==> config.mk <==
export PLATFORM = sky130hd
export DESIGN_NAME = mmcm_phase_arbiter
export DESIGN_NICKNAME = d
export VERILOG_FILES = /design/src/rtl/mmcm_phase_arbiter.sv
export SDC_FILE = /design/constraint.sdc
export NUM_CORES = 1
export LEC_CHECK = 0
export CAP_MARGIN = 20
export CORE_MARGIN = 5
export CORE_UTILIZATION = 47
export CTS_CLUSTER_DIAMETER = 200
export DETAILED_ROUTE_END_ITERATION = 10
export GPL_ROUTABILITY_DRIVEN = 0
export PLACE_DENSITY = 0.82
export SLEW_MARGIN = 20
export SYNTH_ARGS = -nofsm -noshare
export SYNTH_HDL_FRONTEND = slang
export SYNTH_SLANG_ARGS = --single-unit
==> constraint.sdc <==
create_clock -name psclk -period 5.6 [get_ports psclk]
set_clock_uncertainty 0.05 [all_clocks]
set_input_delay 0.56 -clock psclk [delete_from_list [all_inputs] [get_ports psclk]]
set_output_delay 0.56 -clock psclk [all_outputs]
set_load 0.005 [all_outputs]
==> src/rtl/mmcm_phase_arbiter.sv <==
// Round-robin arbiter/sequencer sharing the MMCM phase-shift write port among NUM_REQ requesters.
// Latency: grant to one-cycle ack is the ps_we handshake plus the counter's shift time; one op in flight.
// Backpressure: grants only while ps_ready=1; ps_we held until accepted. Timeout via MMCM_PHASE_ARB_TIMEOUT_EN.
module mmcm_phase_arbiter #(
  parameter int PHASE_WIDTH    = 8,
  parameter int NUM_REQ        = 4,
  parameter int TIMEOUT_CYCLES = 1024
) (
  input  logic                           psclk,
  input  logic                           rst,
  input  logic [NUM_REQ-1:0]             req,
  input  logic [NUM_REQ-1:0]             rel,
  input  logic [NUM_REQ*PHASE_WIDTH-1:0] din,
  output logic [NUM_REQ-1:0]             ack,
  output logic                           err,
  output logic [PHASE_WIDTH-1:0]         res_phase,
  output logic                           busy,
  output logic [2:0]                     grant_idx,
  output logic                           ps_we,
  output logic [PHASE_WIDTH-1:0]         ps_din,
  input  logic                           ps_ready,
  input  logic [PHASE_WIDTH-1:0]         ps_dout
);

  if (NUM_REQ < 2 || NUM_REQ > 8) begin : g_bad_num_req
    $error("mmcm_phase_arbiter: NUM_REQ must be 2..8");
  end
  if (TIMEOUT_CYCLES < 1) begin : g_bad_timeout
    $error("mmcm_phase_arbiter: TIMEOUT_CYCLES must be at least 1");
  end

  typedef enum logic [2:0] {
    S_IDLE,
    S_ISSUE,
    S_WAIT_LOW,
    S_WAIT_HIGH,
    S_ACK
  } state_t;

  state_t                 state;
  logic [2:0]             last_grant;
  logic [7:0]             req_ext;
  logic [7:0]             rel_ext;
  logic [PHASE_WIDTH-1:0] din_arr [8];
  logic                   pick_vld;
  logic [2:0]             pick_idx;
  logic [3:0]             scan;
  logic [PHASE_WIDTH-1:0] target;
  logic [NUM_REQ-1:0]     ack_onehot;

  // Pad the request side out to 8 lanes so the scan can index with a fixed 3-bit value.
  for (genvar g = 0; g < 8; g++) begin : g_din
    if (g < NUM_REQ) begin : g_used
      assign din_arr[g] = din[g*PHASE_WIDTH +: PHASE_WIDTH];
    end else begin : g_pad
      assign din_arr[g] = '0;
    end
  end

  always_comb begin
    req_ext = '0;
    rel_ext = '0;
    req_ext[NUM_REQ-1:0] = req;
    rel_ext[NUM_REQ-1:0] = rel;
  end

  // First active request at or after last_grant+1, wrapping at NUM_REQ.
  always_comb begin
    pick_vld = 1'b0;
    pick_idx = '0;
    scan     = '0;
    for (int k = 0; k < NUM_REQ; k++) begin
      scan = {1'b0, last_grant} + 4'd1 + 4'(k);
      if (scan >= 4'(NUM_REQ)) scan = scan - 4'(NUM_REQ);
      if (!pick_vld && req_ext[scan[2:0]]) begin
        pick_vld = 1'b1;
        pick_idx = scan[2:0];
      end
    end
  end

  // Relative steps wrap modulo 2^PHASE_WIDTH by design.
  assign target     = rel_ext[pick_idx] ? (ps_dout + din_arr[pick_idx]) : din_arr[pick_idx];
  assign ack_onehot = NUM_REQ'(1) << grant_idx;

`ifdef MMCM_PHASE_ARB_TIMEOUT_EN
  localparam int CW = $clog2(TIMEOUT_CYCLES + 1);
  logic [CW-1:0] to_cnt;
  logic          to_hit;

  assign to_hit = (state == S_ISSUE || state == S_WAIT_LOW || state == S_WAIT_HIGH) &&
                  (to_cnt == CW'(TIMEOUT_CYCLES - 1));
`else
  assign err = 1'b0;
`endif

  always_ff @(posedge psclk or posedge rst) begin
    if (rst) begin
      state      <= S_IDLE;
      ack        <= '0;
      res_phase  <= '0;
      busy       <= 1'b0;
      grant_idx  <= '0;
      ps_we      <= 1'b0;
      ps_din     <= '0;
      last_grant <= 3'(NUM_REQ - 1);
`ifdef MMCM_PHASE_ARB_TIMEOUT_EN
      err        <= 1'b0;
      to_cnt     <= '0;
`endif
    end else begin
      ack <= '0;
`ifdef MMCM_PHASE_ARB_TIMEOUT_EN
      err <= 1'b0;
      if (state == S_ISSUE || state == S_WAIT_LOW || state == S_WAIT_HIGH) begin
        to_cnt <= to_cnt + 1'b1;
      end
      if (to_hit) begin
        ps_we     <= 1'b0;
        ack       <= ack_onehot;
        err       <= 1'b1;
        res_phase <= ps_dout;
        state     <= S_ACK;
      end else
`endif
      case (state)
        S_IDLE: begin
          if (ps_ready && pick_vld) begin
            grant_idx <= pick_idx;
            ps_din    <= target;
            ps_we     <= 1'b1;
            busy      <= 1'b1;
            state     <= S_ISSUE;
`ifdef MMCM_PHASE_ARB_TIMEOUT_EN
            to_cnt    <= '0;
`endif
          end
        end
        S_ISSUE: begin
          if (ps_ready) begin
            ps_we <= 1'b0;
            state <= S_WAIT_LOW;
          end
        end
        S_WAIT_LOW: begin
          if (!ps_ready) state <= S_WAIT_HIGH;
        end
        S_WAIT_HIGH: begin
          if (ps_ready) begin
            ack       <= ack_onehot;
            res_phase <= ps_dout;
            state     <= S_ACK;
          end
        end
        S_ACK: begin
          busy       <= 1'b0;
          last_grant <= grant_idx;
          state      <= S_IDLE;
        end
        default: state <= S_IDLE;
      endcase
    end
  end

endmodule

# Yosys cells after proc, flatten, opt, wreduce, memory -nomap -nowiden
# Index checks and enable logic that the tools add are counted.
# word_totals
register_bits,31
latchBits,0
ram_bits,0
romBits,0
in_bits,51
elab_cells,89
memories,0
# op_classes
add_sub_neg,9
multipliers,0
div,0
magnitude_cmp,10
eq_ne,8
n_shift,1
n_mux,37
bitwise,1
reduce_logical,15
# op_table
cell,count
2-to-1 mux 3 bit,12
binary-select mux 8 bit (select 3 bit),1
2-to-1 mux 8 bit,3
"less-than comparator 3 x 4 -> 1 bit, second input constant",5
"greater-or-equal comparator 4 x 3 -> 1 bit, second input constant",4
binary-select mux 1 bit (select 3 bit),5
case mux 3 bit (4 select lines),1
"subtractor 3 bit, second input constant",4
2-to-1 mux 1 bit,11
"adder 4 x 2 -> 4 bit, second input constant",2
adder 8 bit,1
2-to-1 mux 4 bit,2
"inequality test 2 bit, second input constant",4
"equality test 3 x 2 -> 1 bit, second input constant",2
AND reduction 2 bit,3
"adder 3 x 1 -> 4 bit, second input constant",1
"adder 4 x 1 -> 4 bit, second input constant",1
"greater-or-equal comparator 4 bit, second input constant",1
logical AND 1 bit,4
NOT 3 -> 4 bit,1
case mux 1 bit (2 select lines),2
AND reduction 4 bit,1
nonzero test 2 bit,2
"<< shifter 1 x 3 -> 4 bit, first input constant",1
other kinds (5),7

# Logic depth before layout (Yosys ltp)
# logic_depth
depth_word,21
mapped_depth,23

# Worst setup path before layout
# Ideal clock, no wire load.
# synth_timing
path_kind,reg2reg
start,register last_grant[1]
end,register ps_din[7]
arrival_ns,4.228
path_slack_ns,1.240
stages_incl_launch_ff,22
path_buffers,2
path_cell_list,dfstp_2 ha_1 xnor2_1 inv_1 ha_1 or3_1 o211ai_2 a211oi_1 a211oi_2 buf_6 buf_12 mux2i_1 mux2i_1 ha_1 a21o_1 a211oi_1 o21ai_0 o211ai_1 xnor2_1 o211ai_1 a21o_1 a31oi_1
# synth_via
elab_chain_cells,21
# synth_lines
item,line,rtl
start: declaration,41,logic [2:0] last_grant;
start signal: assignment,106,last_grant <= 3'(NUM_REQ - 1);
start signal: assignment,157,last_grant <= grant_idx;
adder 3 x 1 -> 4 bit *,73,"scan = {1'b0, last_grant} + 4'd1 + 4'(k);"
"parallel branches: the longest is 20 deep, another holds adder 4 x 1 -> 4 bit",-,
end signal: assignment,130,ps_din <= target;
end: declaration,20,"output logic [PHASE_WIDTH-1:0] ps_din,"
# Mark *: on every way between the ends. The select of a mux whose other input is x is not followed.
# A chain may end at the register's enable or synchronous reset.

# Final worst setup path
# layout_timing
start,register last_grant[0]
end,register ps_din[7]
# The elaborated chain is that of the path after synthesis.

==> metrics.yaml <==
synth:
  average_footprint_of_a_synthesized_cell_um2: 9.15
  synth-edff-count: 0
  post_synth_inst_count: 256
  synth_cell_types: 54
  synth_seq_cells: 31
  synth_async_sr_flop_share_pct: 100
  yosys.area.top_type: "sky130_fd_sc_hd__dfrtp_1"
  synthesized_nets: 320
  netlist_top_cells_area: "sky130_fd_sc_hd__dfrtp_1, sky130_fd_sc_hd__mux2i_1, sky130_fd_sc_hd__ha_1"
  ys_dominant_reg_cell: "sky130_fd_sc_hd__dfrtp_1"
  seq_area_frac_synth_pct: 33.2
  synth.yosys.warnings: 0
  mappedNetlistArea_um2: 2340
  synth_top_cell_area_share_pct: 31.0
route:
  drt-vias-per-instance: 5.51
  routedWlPerCell_um: 15.0
  vias: 2191
  dr_wl_met2_um: 3050
  detailedRoute.firstIterationViolations: 125
  route.detailed.drc: 0
  top_layer: "met4"
  met1_length_um: 2420
  final_antenna_net_count: 0
  dr.pass1.iters: 4
  route.met3.wl_um: 396
  drt_wl_total_um: 5970
clock_tree:
  root_buffer_master: "sky130_fd_sc_hd__clkbuf_8"
  path_clk_slew_ns: 0.07
  worst_skew_pair.late_latency_ns: 0.28
  post_cts.repair.setup_buffers: 0
  clockBufferDepth: 2
  tritoncts_clock_tree: "built"
  clock_sink_count: 31
  cts_hold_buffers: 0
  ctsHtreeMaxLevel: 2
  cts_buffers: 5
  post_cts_resize_count: 0
global_routing:
  grt_usage_pct: 18.8
  grt_pass1_vias: 2115
  grt_max_degree: 32
  grt_first_pass_wirelength_um: 9580
  antenna_found_initial: 0
  global_route.overflow_total: 0
critical_path:
  path_class: "reg -> reg"
  worst-path-buf-inv: 2
  worstPathMaxFanout: 19
  critical_path.max_stage_delay_ns: 0.72
  library_cell_contributing_the_largest_single_delay_on_the_critical_path: "sky130_fd_sc_hd__dfstp_2"
  worstPathCellList: "ha_1 -> xnor2_1 -> inv_1 -> ha_1 -> or3_1 -> o211ai_2 -> a211oi_1 -> a211oi_4 -> buf_4 -> mux2i_1 -> mux2i_1 -> ha_1 -> a21o_1 -> a211oi_1 -> o21ai_0 -> o211ai_1 -> xnor2_1 -> o211ai_1 -> a21o_1 -> a31oi_1"
  arrival_time_reported_for_the_critical_path_endpoint_ns: 5.23
  crit_family: "compound AO/OA/AOI/OAI gates"
  critical_path.most_common_cell: "sky130_fd_sc_hd__ha_1"
  end_kind: "flop"
  worst_ep_required_time_ns: 5.76
  worstSetupStartpointType: "flop"
sta:
  final_hold_viol_count: 0
  setup_viol: 0
  slew-limit-headroom_pct: 44.4
  rsz_0062_raised_after_global_routing: "false"
  timing.setup.tns_ns: 0
  timing_max_transition_violations_final: 0
  post-route-period-util_pct: 90.6
  final_period_minus_worst_setup_slack_ns: 5.07
  clock.fmax_ghz: 0.197
  worst_slew_pin_slew_ns: 0.828
place:
  place.detailed.instances: 391
  hpwl_um: 4680
  buffer_ports.inserted: 75
finish:
  final_common_cell: "sky130_fd_sc_hd__clkdlybuf4s50_1"
  final-seq-area_um2: 778
  fin_nets: 395
  antenna_cells_inserted: 0
  post_route_cells_drive_above_1_share_pct: 7.85
  areaGrowthSynthToFinish_pct: 37.3
  fill_cells: 393
  area_of_the_multi_input_gates_um2: 1450
  final_cells: 398
  most-common-layout-cells: "sky130_fd_sc_hd__clkdlybuf4s50_1, sky130_fd_sc_hd__nand2_1, sky130_fd_sc_hd__dfrtp_1"
floorplanning:
  ios: 77
  initial_utilization_pct: 49.0
  fp.dieH_um: 80.6
  placement_rows: 25
  die_w_um: 80.6
  core_box_area_um2: 4790
  die-area_um2: 6500
worst_hold_path:
  holdCritPathClass: "reg -> reg"
power:
  leakage_nw: 1.47
  power_mw: 2.03
  power.density_cell_area_nw_per_um2: 629
  peakVddDrop_v: 0.000364
run:
  maxCapViolCount: 0
outcome:
  status: "complete, no violations"
==> worst paths after layout <==
kind                                from            end  slack (ns)  cells after the start
setup / recovery           last_grant[0]      ps_din[7]        0.53                     20
hold / removal              res_phase[4]   res_phase[4]        0.42                      2
setup reg to reg           last_grant[0]      ps_din[7]        0.53                     20
hold reg to reg             res_phase[4]   res_phase[4]        0.42                      2
max in group asynchronous            rst  last_grant[0]        4.57                      3
min in group asynchronous            rst         ack[1]        0.60                      3
==> layer usage <==
metal,GRT usage (%),vias up
li1,-,1072
met1,21.5,1022
met2,33.5,85
met3,5.27,12
met4,6.25,0
met5,0,-
==> Yosys cell counts, drive strengths merged (4+ instances only) <==
library cell,count
nand2,32
dfrtp,29
mux2i,26
nor2,23
o21ai,14
ha,12
inv,11
a31oi,10
mux2,8
nand3,8
a21oi,7
xnor2,7
buf,6
or3,6
clkbuf,4
nor3,4
o211ai,4
==> sequential cells by signal, summed over array words and instances (netlist names) <==
signal      flops
ack             4
res_phase       8
state           3
last_grant      3
ps_we           1
ps_din          8
busy            1
grant_idx       3
==> stage by stage <==
step	hold WS (ns)	cell area, µm²	util (%)	setup WS (ns)
after detailed placement	0.413	3130	65.4	0.538
after floorplan	0.416	2340	-	1.24
final	0.423	3220	67.2	0.526
after global routing	0.459	3220	67.2	0.114
after global placement	0.413	3130	65.4	0.734
after CTS	0.428	3220	67.2	0.525
==> worst reg2reg max path, stage by stage, from the launching register on <==
cell and delay (ns):
sky130_fd_sc_hd__dfstp_2 0.72, sky130_fd_sc_hd__ha_1 0.32, sky130_fd_sc_hd__xnor2_1 0.19, sky130_fd_sc_hd__inv_1 0.10, sky130_fd_sc_hd__ha_1 0.30, sky130_fd_sc_hd__or3_1 0.32
sky130_fd_sc_hd__o211ai_2 0.19, sky130_fd_sc_hd__a211oi_1 0.13, sky130_fd_sc_hd__a211oi_4 0.38, sky130_fd_sc_hd__buf_4 0.34, sky130_fd_sc_hd__mux2i_1 0.22, sky130_fd_sc_hd__mux2i_1 0.14
sky130_fd_sc_hd__ha_1 0.22, sky130_fd_sc_hd__a21o_1 0.17, sky130_fd_sc_hd__a211oi_1 0.28, sky130_fd_sc_hd__o21ai_0 0.14, sky130_fd_sc_hd__o211ai_1 0.12, sky130_fd_sc_hd__xnor2_1 0.17
sky130_fd_sc_hd__o211ai_1 0.16, sky130_fd_sc_hd__a21o_1 0.21, sky130_fd_sc_hd__a31oi_1 0.15
==> final cells by class <==
class,count,share of cell area [%]
timing repair buffer,78,24.0
clock buffer,6,2.57
tap,67,2.60
clock inverter,1,0.156
sequential,31,24.2
multi-input combinational,203,45.1
inverter,12,1.40
==> power by group <==
part | internal (mW) | switching (mW)
Combinational | 0.707 | 0.736
Clock | 0.0962 | 0.0819
Sequential | 0.318 | 0.0860
==> kinds of logic (layout without fill, tap and decap cells) <==
family,Yosys count,count (layout),synth area share [%]
multiplexers,34,34,15.6
adder cells (fa/ha/maj),13,13,7.26
buffers and inverters,22,97,5.23
AO/OA/AOI/OAI,55,55,15.8
flip-flops,31,31,33.2
AND/OR/NAND/NOR,90,90,18.4
other,1,1,0.160
XOR/XNOR,10,10,4.32
Power figures use the tool's default switching activity.
